`src/rtl/mem_stage_bridge_pkg.sv`:
```
// Shared constants and types for the M-stage memory bridge: op codes, exception
// codes, address window layout and the device FSM state type.
package mem_stage_bridge_pkg;

  localparam logic [3:0] MEM_OP_LW   = 4'd0;
  localparam logic [3:0] MEM_OP_SB   = 4'd1;
  localparam logic [3:0] MEM_OP_SH   = 4'd2;
  localparam logic [3:0] MEM_OP_SW   = 4'd3;
  localparam logic [3:0] MEM_OP_LB   = 4'd4;
  localparam logic [3:0] MEM_OP_LBU  = 4'd5;
  localparam logic [3:0] MEM_OP_LH   = 4'd6;
  localparam logic [3:0] MEM_OP_LHU  = 4'd7;
  localparam logic [3:0] MEM_OP_MFC0 = 4'd8;
  localparam logic [3:0] MEM_OP_MTC0 = 4'd9;
  localparam logic [3:0] MEM_OP_NONE = 4'd10;
  localparam logic [3:0] MEM_OP_ERET = 4'd11;

  localparam logic [4:0] EXC_ADEL = 5'd4;
  localparam logic [4:0] EXC_ADES = 5'd5;

  localparam logic [31:0] DM_BYTES_DEF    = 32'h0000_3000;
  localparam logic [31:0] TIMER_BASE_DEF  = 32'h0000_7F00;
  localparam logic [31:0] TIMER_BYTES     = 32'd12;
  localparam logic [31:0] TIMER_COUNT_OFF = 32'd8;
  localparam logic [31:0] UART_BASE_DEF   = 32'h0000_7F30;
  localparam logic [31:0] UART_BYTES      = 32'd16;

  typedef enum logic [1:0] {
    ST_IDLE = 2'd0,
    ST_WAIT = 2'd1,
    ST_DONE = 2'd2
  } dev_state_e;

endpackage

```
`src/rtl/mem_stage_bridge_load_ext.sv`:
```
// Load result formatter: picks the byte/half addressed by the captured offset
// and sign- or zero-extends it; word loads pass through.
module mem_stage_bridge_load_ext
  import mem_stage_bridge_pkg::*;
(
  input  logic [3:0]  op,
  input  logic [1:0]  off,
  input  logic [31:0] word,
  output logic [31:0] data
);

  logic [7:0]  byte_sel;
  logic [15:0] half_sel;

  always_comb begin
    byte_sel = word[8*off +: 8];
    half_sel = off[1] ? word[31:16] : word[15:0];
    case (op)
      MEM_OP_LB:  data = {{24{byte_sel[7]}}, byte_sel};
      MEM_OP_LBU: data = {24'd0, byte_sel};
      MEM_OP_LH:  data = {{16{half_sel[15]}}, half_sel};
      MEM_OP_LHU: data = {16'd0, half_sel};
      default:    data = word;
    endcase
  end

endmodule

```
`src/rtl/mem_stage_bridge.sv`:
```
// M-stage memory responder: address checks, byte-enabled DM stores, 1-cycle DM
// loads, and a req/ack device transaction that stalls the pipeline while in flight.
module mem_stage_bridge
  import mem_stage_bridge_pkg::*;
#(
  parameter logic [31:0] DM_BYTES   = DM_BYTES_DEF,
  parameter logic [31:0] TIMER_BASE = TIMER_BASE_DEF,
  parameter logic [31:0] UART_BASE  = UART_BASE_DEF
) (
  input  logic        clk,
  input  logic        reset,
  input  logic [3:0]  mem_op,
  input  logic        flush,
  input  logic [31:0] addr,
  input  logic [31:0] wdata,
  output logic [31:0] dm_addr,
  output logic [3:0]  dm_be,
  output logic [31:0] dm_wdata,
  input  logic [31:0] dm_rdata,
  output logic        dev_req,
  output logic        dev_we,
  output logic [31:0] dev_addr,
  output logic [31:0] dev_wdata,
  input  logic        dev_ack,
  input  logic [31:0] dev_rdata,
  output logic        stall,
  output logic [31:0] rdata,
  output logic        rdata_valid,
  output logic        exc_valid,
  output logic [4:0]  exc_code
);

  localparam logic [31:0] TIMER_COUNT = TIMER_BASE + TIMER_COUNT_OFF;

  dev_state_e  state_q, state_d;
  logic        dev_req_q, dev_req_d;
  logic        dev_we_q, dev_we_d;
  logic [31:0] dev_addr_q, dev_addr_d;
  logic [31:0] dev_wdata_q, dev_wdata_d;
  logic [31:0] dev_rdata_q, dev_rdata_d;
  logic        dev_load_q, dev_load_d;
  logic        ld_pend_q, ld_pend_d;
  logic [3:0]  ld_op_q, ld_op_d;
  logic [1:0]  ld_off_q, ld_off_d;

  logic is_load, is_store, is_word, is_half, req;
  logic misalign, in_dm, in_tmr, in_uart, in_dev, dev_bad, exc, dm_go, dev_go;
  logic [3:0]  be_c;
  logic [31:0] st_data_c, ld_word;

  // Request qualification and address decode; exceptions gate every side effect.
  always_comb begin
    is_load  = mem_op inside {MEM_OP_LW, MEM_OP_LB, MEM_OP_LBU, MEM_OP_LH, MEM_OP_LHU};
    is_store = mem_op inside {MEM_OP_SB, MEM_OP_SH, MEM_OP_SW};
    is_word  = (mem_op == MEM_OP_LW) || (mem_op == MEM_OP_SW);
    is_half  = mem_op inside {MEM_OP_LH, MEM_OP_LHU, MEM_OP_SH};
    req      = (is_load || is_store) && !flush && (state_q == ST_IDLE);
    misalign = (is_word && (addr[1:0] != 2'b00)) || (is_half && addr[0]);
    in_dm    = addr < DM_BYTES;
    in_tmr   = (addr >= TIMER_BASE) && (addr < TIMER_BASE + TIMER_BYTES);
    in_uart  = (addr >= UART_BASE) && (addr < UART_BASE + UART_BYTES);
    in_dev   = in_tmr || in_uart;
    dev_bad  = (in_dev && !is_word) || (is_store && in_tmr && (addr[31:2] == TIMER_COUNT[31:2]));
    exc      = req && (misalign || !(in_dm || in_dev) || dev_bad);
    dm_go    = req && !exc && in_dm;
    dev_go   = req && !exc && in_dev;
  end

  always_comb begin
    be_c      = 4'b0000;
    st_data_c = wdata;
    case (mem_op)
      MEM_OP_SB: begin
        be_c      = 4'b0001 << addr[1:0];
        st_data_c = {4{wdata[7:0]}};
      end
      MEM_OP_SH: begin
        be_c      = 4'b0011 << {addr[1], 1'b0};
        st_data_c = {2{wdata[15:0]}};
      end
      MEM_OP_SW: be_c = 4'hF;
      default: ;
    endcase
  end

  always_ff @(posedge clk) begin
    if (reset) state_q <= ST_IDLE;
    else       state_q <= state_d;
  end

  always_comb begin
    state_d = state_q;
    case (state_q)
      ST_IDLE: if (dev_go) state_d = ST_WAIT;
      ST_WAIT: if (dev_ack) state_d = ST_DONE;
      ST_DONE: state_d = ST_IDLE;
      default: state_d = ST_IDLE;
    endcase
  end

  // Datapath next-state: device request registers and load capture.
  always_comb begin
    dev_req_d   = dev_req_q;
    dev_we_d    = dev_we_q;
    dev_addr_d  = dev_addr_q;
    dev_wdata_d = dev_wdata_q;
    dev_rdata_d = dev_rdata_q;
    dev_load_d  = dev_load_q;
    ld_pend_d   = dm_go && is_load;
    ld_op_d     = ld_op_q;
    ld_off_d    = ld_off_q;
    if ((dm_go || dev_go) && is_load) begin
      ld_op_d  = mem_op;
      ld_off_d = addr[1:0];
    end
    if (dev_go) begin
      dev_req_d   = 1'b1;
      dev_we_d    = is_store;
      dev_addr_d  = {addr[31:2], 2'b00};
      dev_wdata_d = wdata;
      dev_load_d  = is_load;
    end
    if ((state_q == ST_WAIT) && dev_ack) begin
      dev_req_d   = 1'b0;
      dev_rdata_d = dev_rdata;
    end
  end

  always_ff @(posedge clk) begin
    if (reset) begin
      dev_req_q   <= 1'b0;
      dev_we_q    <= 1'b0;
      dev_addr_q  <= '0;
      dev_wdata_q <= '0;
      dev_rdata_q <= '0;
      dev_load_q  <= 1'b0;
      ld_pend_q   <= 1'b0;
      ld_op_q     <= MEM_OP_LW;
      ld_off_q    <= 2'b00;
    end else begin
      dev_req_q   <= dev_req_d;
      dev_we_q    <= dev_we_d;
      dev_addr_q  <= dev_addr_d;
      dev_wdata_q <= dev_wdata_d;
      dev_rdata_q <= dev_rdata_d;
      dev_load_q  <= dev_load_d;
      ld_pend_q   <= ld_pend_d;
      ld_op_q     <= ld_op_d;
      ld_off_q    <= ld_off_d;
    end
  end

  always_comb begin
    dm_addr     = {addr[31:2], 2'b00};
    dm_be       = (dm_go && is_store) ? be_c : 4'b0000;
    dm_wdata    = st_data_c;
    dev_req     = dev_req_q;
    dev_we      = dev_we_q;
    dev_addr    = dev_addr_q;
    dev_wdata   = dev_wdata_q;
    stall       = ((state_q == ST_IDLE) && dev_go) || (state_q == ST_WAIT);
    rdata_valid = ld_pend_q || ((state_q == ST_DONE) && dev_load_q);
    exc_valid   = exc;
    exc_code    = exc ? (is_store ? EXC_ADES : EXC_ADEL) : 5'd0;
    // Device loads are word-only, so the captured op/offset pass dev data through.
    ld_word     = (state_q == ST_DONE) ? dev_rdata_q : dm_rdata;
  end

  mem_stage_bridge_load_ext u_load_ext (
    .op   (ld_op_q),
    .off  (ld_off_q),
    .word (ld_word),
    .data (rdata)
  );

endmodule

```
`config.mk`:
```
export PLATFORM = sky130hd
export DESIGN_NAME = mem_stage_bridge
export DESIGN_NICKNAME = d
export VERILOG_FILES = /design/src/rtl/mem_stage_bridge_pkg.sv /design/src/rtl/mem_stage_bridge_load_ext.sv /design/src/rtl/mem_stage_bridge.sv
export SDC_FILE = /design/constraint.sdc
export NUM_CORES = 1
export LEC_CHECK = 0
export CAP_MARGIN = 20
export CELL_PAD_IN_SITES_DETAIL_PLACEMENT = 0
export CELL_PAD_IN_SITES_GLOBAL_PLACEMENT = 1
export CORE_UTILIZATION = 30
export CTS_BUF_LIST = sky130_fd_sc_hd__clkbuf_8
export CTS_CLUSTER_DIAMETER = 200
export DETAILED_ROUTE_END_ITERATION = 10
export PLACE_DENSITY = 0.86
export SKIP_LAST_GASP = 1
export SYNTH_ARGS = -nofsm -noshare
export SYNTH_HDL_FRONTEND = slang
export SYNTH_SLANG_ARGS = --single-unit
```
`constraint.sdc`:
```
create_clock -name clk -period 4 [get_ports clk]
set_clock_uncertainty 0.15 [all_clocks]
set_input_delay 0.8 -clock clk [delete_from_list [all_inputs] [get_ports clk]]
set_output_delay 0.8 -clock clk [all_outputs]
set_load 0.005 [all_outputs]
```
# Word level (Yosys, flattened, before mapping)

Cells that the tools add are included.
Widths: inputs -> output; s select.

Magnitude comparators: 5
Equal/unequal tests: 16
Shift operators: 3
Mux-type cells: 11
Reduce and logical (&&, ||, !) cells: 42

Operators by type and width:

| cell                 | number |
|---|---|
| $pmux 32 s4          | 1 |
| $ge 32x15->1 const B | 2 |
| $lt 32x15->1 const B | 2 |
| $pmux 32 s2          | 1 |
| $eq 4x3->1 const B   | 8 |
| $lt 32x14->1 const B | 1 |
| $mux 32              | 1 |
| $shiftx 32x6->8      | 1 |
| $eq 30x13->1 const B | 1 |
| $logic_and 1x1->1    | 19 |
| $mux 16              | 1 |
| $pmux 4 s3           | 1 |
| $logic_or 1x1->1     | 11 |
| $eq 4x2->1 const B   | 2 |
| $reduce_bool 3->1    | 2 |
| $reduce_bool 5->1    | 1 |
| $eq 4x1->1 const B   | 1 |
| $logic_not 1->1      | 4 |
| $logic_not 4->1      | 1 |
| $mux 2               | 2 |
| $mux 4               | 1 |
| $ne 2x2->1 const B   | 2 |
| $pmux 2 s2           | 1 |
| $shl 1x2->4 const A  | 1 |
| other kinds (9)      | 9 |

Register bits: 106
Input port bits: 136
Output and inout port bits: 174
Word-level logic and storage cells: 87

# Depth between registers and ports, before layout

Gate-level depths: netlist of the first run.

Depth after elaboration: 13
Gate-level depth with buffers: 9
Mapped depth without buffers: 6

# Hierarchy

Synthesis of the first run repeated with hierarchy kept, for this count alone.

Cells, all modules: 678
Area, all modules: 5911.9 µm²

Modules (own cells, without submodules):

| module                    | times used | cells each | area each (µm²) | sequential area each (µm²) |
|---|---|---|---|---|
| mem_stage_bridge          | 1          | 570        | 5278.8          | 2122.0 |
| mem_stage_bridge_load_ext | 1          | 108        | 633.1           | 0.0 |

# Least setup slack after synthesis of the first run

OpenSTA, ideal clock, no wires.

Path kind: input to output
Start point: input port addr[15]
End point: output port exc_code[0]
Arrival time: 2.367 ns
Required time: 3.050 ns
Path slack: 0.683 ns
Stages: 5
Buffers on the path: 0
Cells stage by stage: or4bb_1 -> or4_4 -> nand4bb_4 -> a31oi_1 -> and2_1

Word-level cells in the longest chain between the ends: 9
Elaborated cells between the ends (all ways): 19
Those cells by class: order compare: 5; eq/ne: 1; mux: 1; reduce/logical: 12

Ends and longest elaborated chain:

| element                                    | line                                           | text |
|---|---|---|
| from (decl)                                | mem_stage_bridge.sv:14                         | `input logic [31:0] addr,` |
| $ge 32x15->1, or another cell as far along | mem_stage_bridge.sv:60                         | `in_tmr = (addr >= TIMER_BASE) && (addr < TIMER_BASE + TIMER_BYTES);` |
| $logic_and 1x1->1 (on tied branches)       | mem_stage_bridge.sv:60, mem_stage_bridge.sv:61 |  |
| $logic_or 1x1->1                           | mem_stage_bridge.sv:62                         | `in_dev = in_tmr \|\| in_uart;` |
| $logic_or 1x1->1                           | mem_stage_bridge.sv:64                         | `exc = req && (misalign \|\| !(in_dm \|\| in_dev) \|\| dev_bad);` |
| $logic_not 1->1                            | mem_stage_bridge.sv:64                         |  |
| $logic_or 1x1->1                           | mem_stage_bridge.sv:64                         |  |
| $logic_or 1x1->1 *                         | mem_stage_bridge.sv:64                         |  |
| $logic_and 1x1->1 *                        | mem_stage_bridge.sv:64                         |  |
| via exc_valid                              | mem_stage_bridge.sv:29                         | `output logic exc_valid,` |
| $mux 3 *                                   | mem_stage_bridge.sv:164                        | `exc_code = exc ? (is_store ? EXC_ADES : EXC_ADEL) : 5'd0;` |
| to (decl)                                  | mem_stage_bridge.sv:30                         | `output logic [4:0] exc_code` |

Mark *: on every way through the listed nets, which the timed path passes. The rest lies on a longest branch.

# Final worst setup path of the first run

Start point: input port dm_rdata[23]
End point: output port rdata[8]

Word-level cells in the longest chain between the ends: 3

Ends and longest elaborated chain:

| element         | line                            | text |
|---|---|---|
| from (decl)     | mem_stage_bridge.sv:19          | `input logic [31:0] dm_rdata,` |
| $mux 32         | mem_stage_bridge.sv:166         | `ld_word = (state_q == ST_DONE) ? dev_rdata_q : dm_rdata;` |
| $shiftx 32x6->8 | mem_stage_bridge_load_ext.sv:16 | `byte_sel = word[8*off +: 8];` |
| $pmux 32 s4     | mem_stage_bridge_load_ext.sv:18 | `case (op)` |
| to (decl)       | mem_stage_bridge.sv:27          | `output logic [31:0] rdata,` |

Every way passes these cells.

==> results of run 1 <==
-- how the worst min path moves through the flow --
| stage | end | cells after the start | slack (ps) | startpoint |
|---|---|---|---|---|
| floorplan | dev_load_q | 2 | 290 | dev_load_q |
| global placement | dev_wdata[28] | 2 | 290 | dev_wdata[28] |
| detailed placement | dev_addr[18] | 1 | 290 | dev_addr[18] |
| CTS | dev_wdata[24] | 2 | 310 | dev_wdata[24] |
| global route | dev_wdata[20] | 2 | 320 | dev_wdata[20] |
| finish | dev_wdata[24] | 2 | 300 | dev_wdata[24] |
-- layout by cell type (no fill, tap or decap), types with 6 or more instances in the layout --
master,count
o211ai_1,7
clkbuf_8,9
mux2_2,23
a22o_1,32
nand2b_1,24
a22oi_1,7
mux2i_1,41
o31ai_1,8
o22ai_1,13
o21ai_0,21
a21oi_1,58
clkdlybuf4s50_1,287
nor2_1,45
dfxtp_1,106
and2_1,20
conb_1,7
buf_4,32
nand2_1,88
a221oi_1,6
-- registers in the layout (all words and copies together), names as in the netlist --
name and flops:
dev_wdata 32, dev_addr 30, state_q 2, dev_we 1
ld_op_q 4, ld_pend_q 1, dev_req 1, dev_rdata_q 32
dev_load_q 1, ld_off_q 2
-- worst max-delay path, cell delays in order --
cell	delay, ps
clkdlybuf4s50_1	450
mux2i_1	110
mux2i_1	270
mux2i_1	140
or4_4	500
o211ai_1	140
clkdlybuf4s50_1	540
-- what timing repair did --
item	CTS	global route
pin swaps	5	4
setup endpoints to repair	15	33
endpoints found under the hold margin	0	0
setup buffers	3	0
resized for setup	37	9
-- cell usage after synthesis, types with 2 or more instances --
master / count
and2_1: 21
a221oi_1: 6
nand2b_1: 25
a22o_1: 32
a21oi_1: 59
o22ai_1: 13
a22oi_1: 7
or4_1: 2
inv_1: 2
and3_1: 2
buf_1: 3
dfxtp_1: 106
nor3_1: 2
buf_6: 7
nor3b_2: 2
buf_2: 5
nand2_1: 88
mux2i_1: 42
clkbuf_1: 31
nand3_1: 6
o21a_1: 2
a211oi_1: 2
buf_4: 47
o21ai_0: 21
o211ai_1: 7
mux2_2: 23
nor2b_1: 4
o31ai_1: 8
nor4_1: 5
nor2_1: 46
-- logic make-up (layout without fill, tap and decap cells) --
family	Yosys count	count (layout)	share of synthesized area, %
AND/OR/NAND/NOR	216	216	19.53
other	1	7	0.06784
AO/OA/AOI/OAI	161	161	18.85
flip-flops	106	106	38.39
XOR/XNOR	1	1	0.1585
buffers and inverters	95	357	10.71
multiplexers	65	65	12.29
-- metal layers --
metal / wire length [um] / vias to the layer above / share of wire (%)
met5: 0 / - / 0
li1: - / 2743 / -
met4: 399 / 0 / 2.0
met3: 1708 / 23 / 8.6
met2: 9635 / 220 / 49
met1: 8087 / 2615 / 41
-- layout make-up --
type / count / area (um^2) / area share [%]
Clock inverter: 6 / 72.57 / 0.8226
Clock buffer: 9 / 123.9 / 1.404
Inverter: 2 / 7.507 / 0.08509
Sequential cell: 106 / 2122 / 24.05
Timing Repair Buffer: 340 / 3309 / 37.51
Tap cell: 229 / 286.5 / 3.248
Multi-Input combinational cell: 450 / 2900 / 32.87
-- through the flow --
stage	cells	area [um^2]	util, %
3_5_place_dp	1125	8563	47.51
5_1_grt	1142	8822	48.94
3_3_place_gp	1125	8563	47.51
4_1_cts	1143	8808	48.87
6_report	1142	8822	48.94
2_1_floorplan	651	5550	-
-- power groups by stage --
stage	sequential (mW)	clock, mW	combinational, mW
after floorplan	1.08	0	0.154
after global placement	1.08	0	0.438
after detailed placement	1.08	0	0.439
after CTS	1.05	0.724	0.443
after global routing	1.06	0.760	0.472
final	1.05	0.694	0.440
==> results.yml, run 1 <==
outcome:
  run_status: "complete, no violations"
yosys:
  synth_seq_cells: 106
  synth.distinct_cells: 49
  synth_ff_type: "dfxtp_1"
  synth_top_area_share_pct: 38.39
  netlist_instances: 645
  synth_top_area_cell: "dfxtp_1"
  synth_warnings: 0
  yosys-top-cells-area: "dfxtp_1 38%, mux2i_1 7.6%, buf_4 6.4%"
  synth.avg_cell_area_um2: 8.570
  synth_area_mm2: 0.005528
  async_flop_share_pct: 0
  synth_edf_count: 0
  ys_seq_area_share_pct: 38.39
cells_and_area:
  finalNetCount: 1045
  drive_above_1_share_pct: 11.06
  synthToLayoutAreaGrowth_pct: 59.60
  diodes: 0
  fillerInstances: 1738
timing:
  relSlewSlack_pct: 52.70
  hold_ws_ps: 304.8
  setup_viol: 0
  finalSetupTns_ps: 0
  slew_violations: 0
  min_period_ps: 3916
  fin_crit_sh_pct: 97.90
  setup_slack_ps: 83.84
  finalHoldViolCount: 0
  worst_slew_pin_slew_ps: 709.4
  rsz0062_at_grt: "yes"
  fmax_mhz: 255.4
pwr:
  p_switching_uw: 566.5
  combPwrFrac_pct: 20.1
  ir_drop_v: 0.0002020
  sw_frac_of_total_pct: 25.88
  power_density_mw_per_mm2: 248.1
  p_clk_share_pct: 31.7
  internal_power_mw: 1.622
  p_total_mw: 2.189
  p_leak_nw: 3.437
  p_seq_share_pct: 48.2
worst_setup_path:
  rr_worst_depth: 5
  r2r_slack_ps: 1980
  crit_end: "rdata[8]"
  path_class: "in -> out"
  worstPathMaxFanout: 8
  r2r_start: "state_q[1]"
  cp-start-kind: "primary input"
  r2r_end: "dev_addr[5]"
  crit_start: "dm_rdata[23]"
  cp-end-kind: "output port"
  cp.arrival_ps: 2970
  cp.required_ps: 3050
placed_design:
  place_ws_ps: -383.2
  gp_congestion: 0.8171
  port_buffers: 302
  place_hpwl_mm: 14.83
grt:
  grt_pass1_wl_mm: 28.71
  met2_usage_pct: 34.14
  grt_pass1_vias: 5177
  grt_max_degree: 39
  grtUsageMet1_pct: 23.91
  grt-ovfl-total: 0
  grt_use_total_pct: 20.06
  met3_usage_pct: 6.512
  busiest_layer: "met2"
  grt_antenna_before_repair: 0
clock_tree:
  cts_max_path_buffers: 2
  cts-buffers-inserted: 9
  cts.clk_slew.worst_paths_ps: 110
  worstSkewPairLatency_ps: 380
  clockRootBuffer: "clkbuf_8"
  clock-sinks: 106
  cts_tree: "built"
  htreeDepth: 3
  cts.hold.buffers_added: 0
floorplan:
  dieArea_mm2: 0.01897
  fp-row-count: 49
  die_x_um: 137.7
  initial_utilization_pct: 30.67
  core_mm2: 0.01802
  die_y_um: 137.7
  ioPinCount: 310
routing:
  final_antenna_net_count: 0
  drc: 0
  first_pass_iters: 5
  dr_total_vias: 5601
  wl_per_cell_um: 17.37
  viasPerCell: 4.905
  drtIter0Drc: 294
  wl_mm: 19.83
worst_hold_path:
  hp-class: "reg -> reg"
run:
  drv_cap: 0
(Power assumes the default switching activity.)
==> run 2, diff against run 1 <==
--- a/config.mk
+++ b/config.mk
@@ -10,7 +10,6 @@
 export CELL_PAD_IN_SITES_GLOBAL_PLACEMENT = 1
 export CORE_UTILIZATION = 30
 export CTS_BUF_LIST = sky130_fd_sc_hd__clkbuf_8
-export CTS_CLUSTER_DIAMETER = 200
 export DETAILED_ROUTE_END_ITERATION = 10
 export PLACE_DENSITY = 0.86
 export SKIP_LAST_GASP = 1
==> results of run 2 <==
The final DEF is identical to that of run 1; final timing and power are the same.
==> run 3, diff against run 2 <==
==> constraint.sdc (replaced) <==
create_clock -name clk -period 4.7 [get_ports clk]
set_clock_uncertainty 0.15 [all_clocks]
set_input_delay 0.94 -clock clk [delete_from_list [all_inputs] [get_ports clk]]
set_output_delay 0.94 -clock clk [all_outputs]
set_load 0.005 [all_outputs]
==> results.yml, run 3 (synthesis gave the netlist of run 1 again) <==
placed_design:
  place_ws_ps: 74.37
  port_buffers: 302
  place_hpwl_mm: 14.75
  dpl_cell_area_mm2: 0.008443
  gp_congestion: 0.8019
  placed_cells: 1109
clock_tree:
  cts-buffers-inserted: 9
  worstSkewPairLatency_ps: 380
  cts.clk_slew.worst_paths_ps: 110
  cts_max_path_buffers: 2
  cts_tree: "built"
  cts_setup_buffers: 0
  htreeDepth: 3
  cts.repair.resized: 0
  cts.hold.buffers_added: 0
  clockRootBuffer: "clkbuf_8"
  clock-sinks: 106
worst_setup_path:
  rr_worst_depth: 5
  worstPathCellList: "clkdlybuf4s50_1, or4bb_1, or4_4, nand4bb_4, a31oi_1, and2_1, clkdlybuf4s50_1"
  worstPathMaxFanout: 4
  cpMaxStageDelayCell: "clkdlybuf4s50_1"
  path_class: "in -> out"
  cp-end-kind: "output port"
  cp.required_ps: 3610
  cp.arrival_ps: 3540
  slowest_delay_ps: 500
  cp-start-kind: "primary input"
  cpMostUsedCell: "clkdlybuf4s50_1"
routing:
  first_pass_iters: 5
  drc: 0
  wl_per_cell_um: 17.46
  dr_total_vias: 5443
  viasPerCell: 4.838
  drtIter0Drc: 207
  final_antenna_net_count: 0
  wl_mm: 19.64
cells_and_area:
  drive_above_1_share_pct: 7.924
  synthToLayoutAreaGrowth_pct: 56.09
  finalInstanceArea_mm2: 0.008628
  utilization_pct: 47.87
  layout.cells.non_filler: 1125
  finalNetCount: 1027
  layout_commonest_cell: "clkdlybuf4s50_1"
  layout_common_cells: "301 x clkdlybuf4s50_1, 106 x dfxtp_1, 88 x nand2_1"
  diodes: 0
grt:
  met3_usage_pct: 6.181
  grt_pass1_vias: 5011
  busiest_layer: "met2"
  grt_antenna_before_repair: 0
  met2_usage_pct: 33.89
  grtUsageMet1_pct: 23.61
  grt_use_total_pct: 19.82
  grt_pass1_wl_mm: 28.31
  grt_max_degree: 61
  grt-ovfl-total: 0
floorplan:
  fp-row-count: 49
  initial_utilization_pct: 30.67
  ioPinCount: 310
  die_x_um: 137.7
  core_mm2: 0.01802
  dieArea_mm2: 0.01897
  die_y_um: 137.7
pwr:
  p_leak_nw: 3.291
  power_density_mw_per_mm2: 210.3
  ir_drop_v: 0.0002030
  p_total_mw: 1.814
timing:
  worst_slew_pin_slew_ps: 741.8
  min_period_ps: 4627
  fin_crit_sh_pct: 98.45
  setup_viol: 0
  setup_slack_ps: 72.95
  finalHoldViolCount: 0
  fmax_mhz: 216.1
  rsz0062_at_grt: "yes"
  slew_violations: 0
  relSlewSlack_pct: 50.55
worst_hold_path:
  whs_path_depth: 2
  hp-class: "reg -> reg"
run:
  drv_cap: 0
outcome:
  run_status: "complete, no violations"
## run 3: changes by cell type in the layout (fill, tap and decap cells not counted), moves of 2 or more
| cell | delta |
|---|---|
| buf_4 | -13 |
| dlymetal6s2s_1 | -2 |
| clkdlybuf4s50_1 | +14 |
| clkdlybuf4s15_1 | -3 |
| buf_2 | -4 |
| dlygate4sd2_1 | -4 |
| buf_6 | -5 |
## run 3: layout make-up
class                      instances  area, um^2
tap                              229       286.5
clock inverter                     7       61.31
inverter                           2       7.507
timing repair buffer             322        3181
clock buffer                       9       123.9
fill                            1809        9397
multi-input combinational        450        2846
sequential                       106        2122
## run 3: path summary, 6_finish.rpt
kind            startpoint             to  slack (ps)
max reg2reg     state_q[1]    dev_addr[5]        2690
max               addr[11]    exc_code[0]          70
min          dev_wdata[25]  dev_wdata[25]         310
min reg2reg  dev_wdata[25]  dev_wdata[25]         310
## run 3: report_power, final
part | internal (mW) | switching, mW
clock | 0.201 | 0.349
sequential | 0.898 | 0.0000000151
combinational | 0.229 | 0.138
## run 3: per-stage QoR
stage	TNS [ps]	hold slack [ps]
global route	-88.91	325.4
global placement	0	288.6
detailed placement	0	292.0
finish	0	307.1
CTS	0	307.8
floorplan	0	286.3
## run 3: per-layer routing
layer	up-vias	wire, um
met5	-	0
met4	0	304
met3	21	1584
met2	190	9629
met1	2529	8118
li1	2703	-
## run 3: critical path, delay by kind of cell
kind,cells,cell delay [ps]
and+or+nand+nor,4,1340
buffers and inverters,2,970
AOI/OAI and AO/OA,1,280
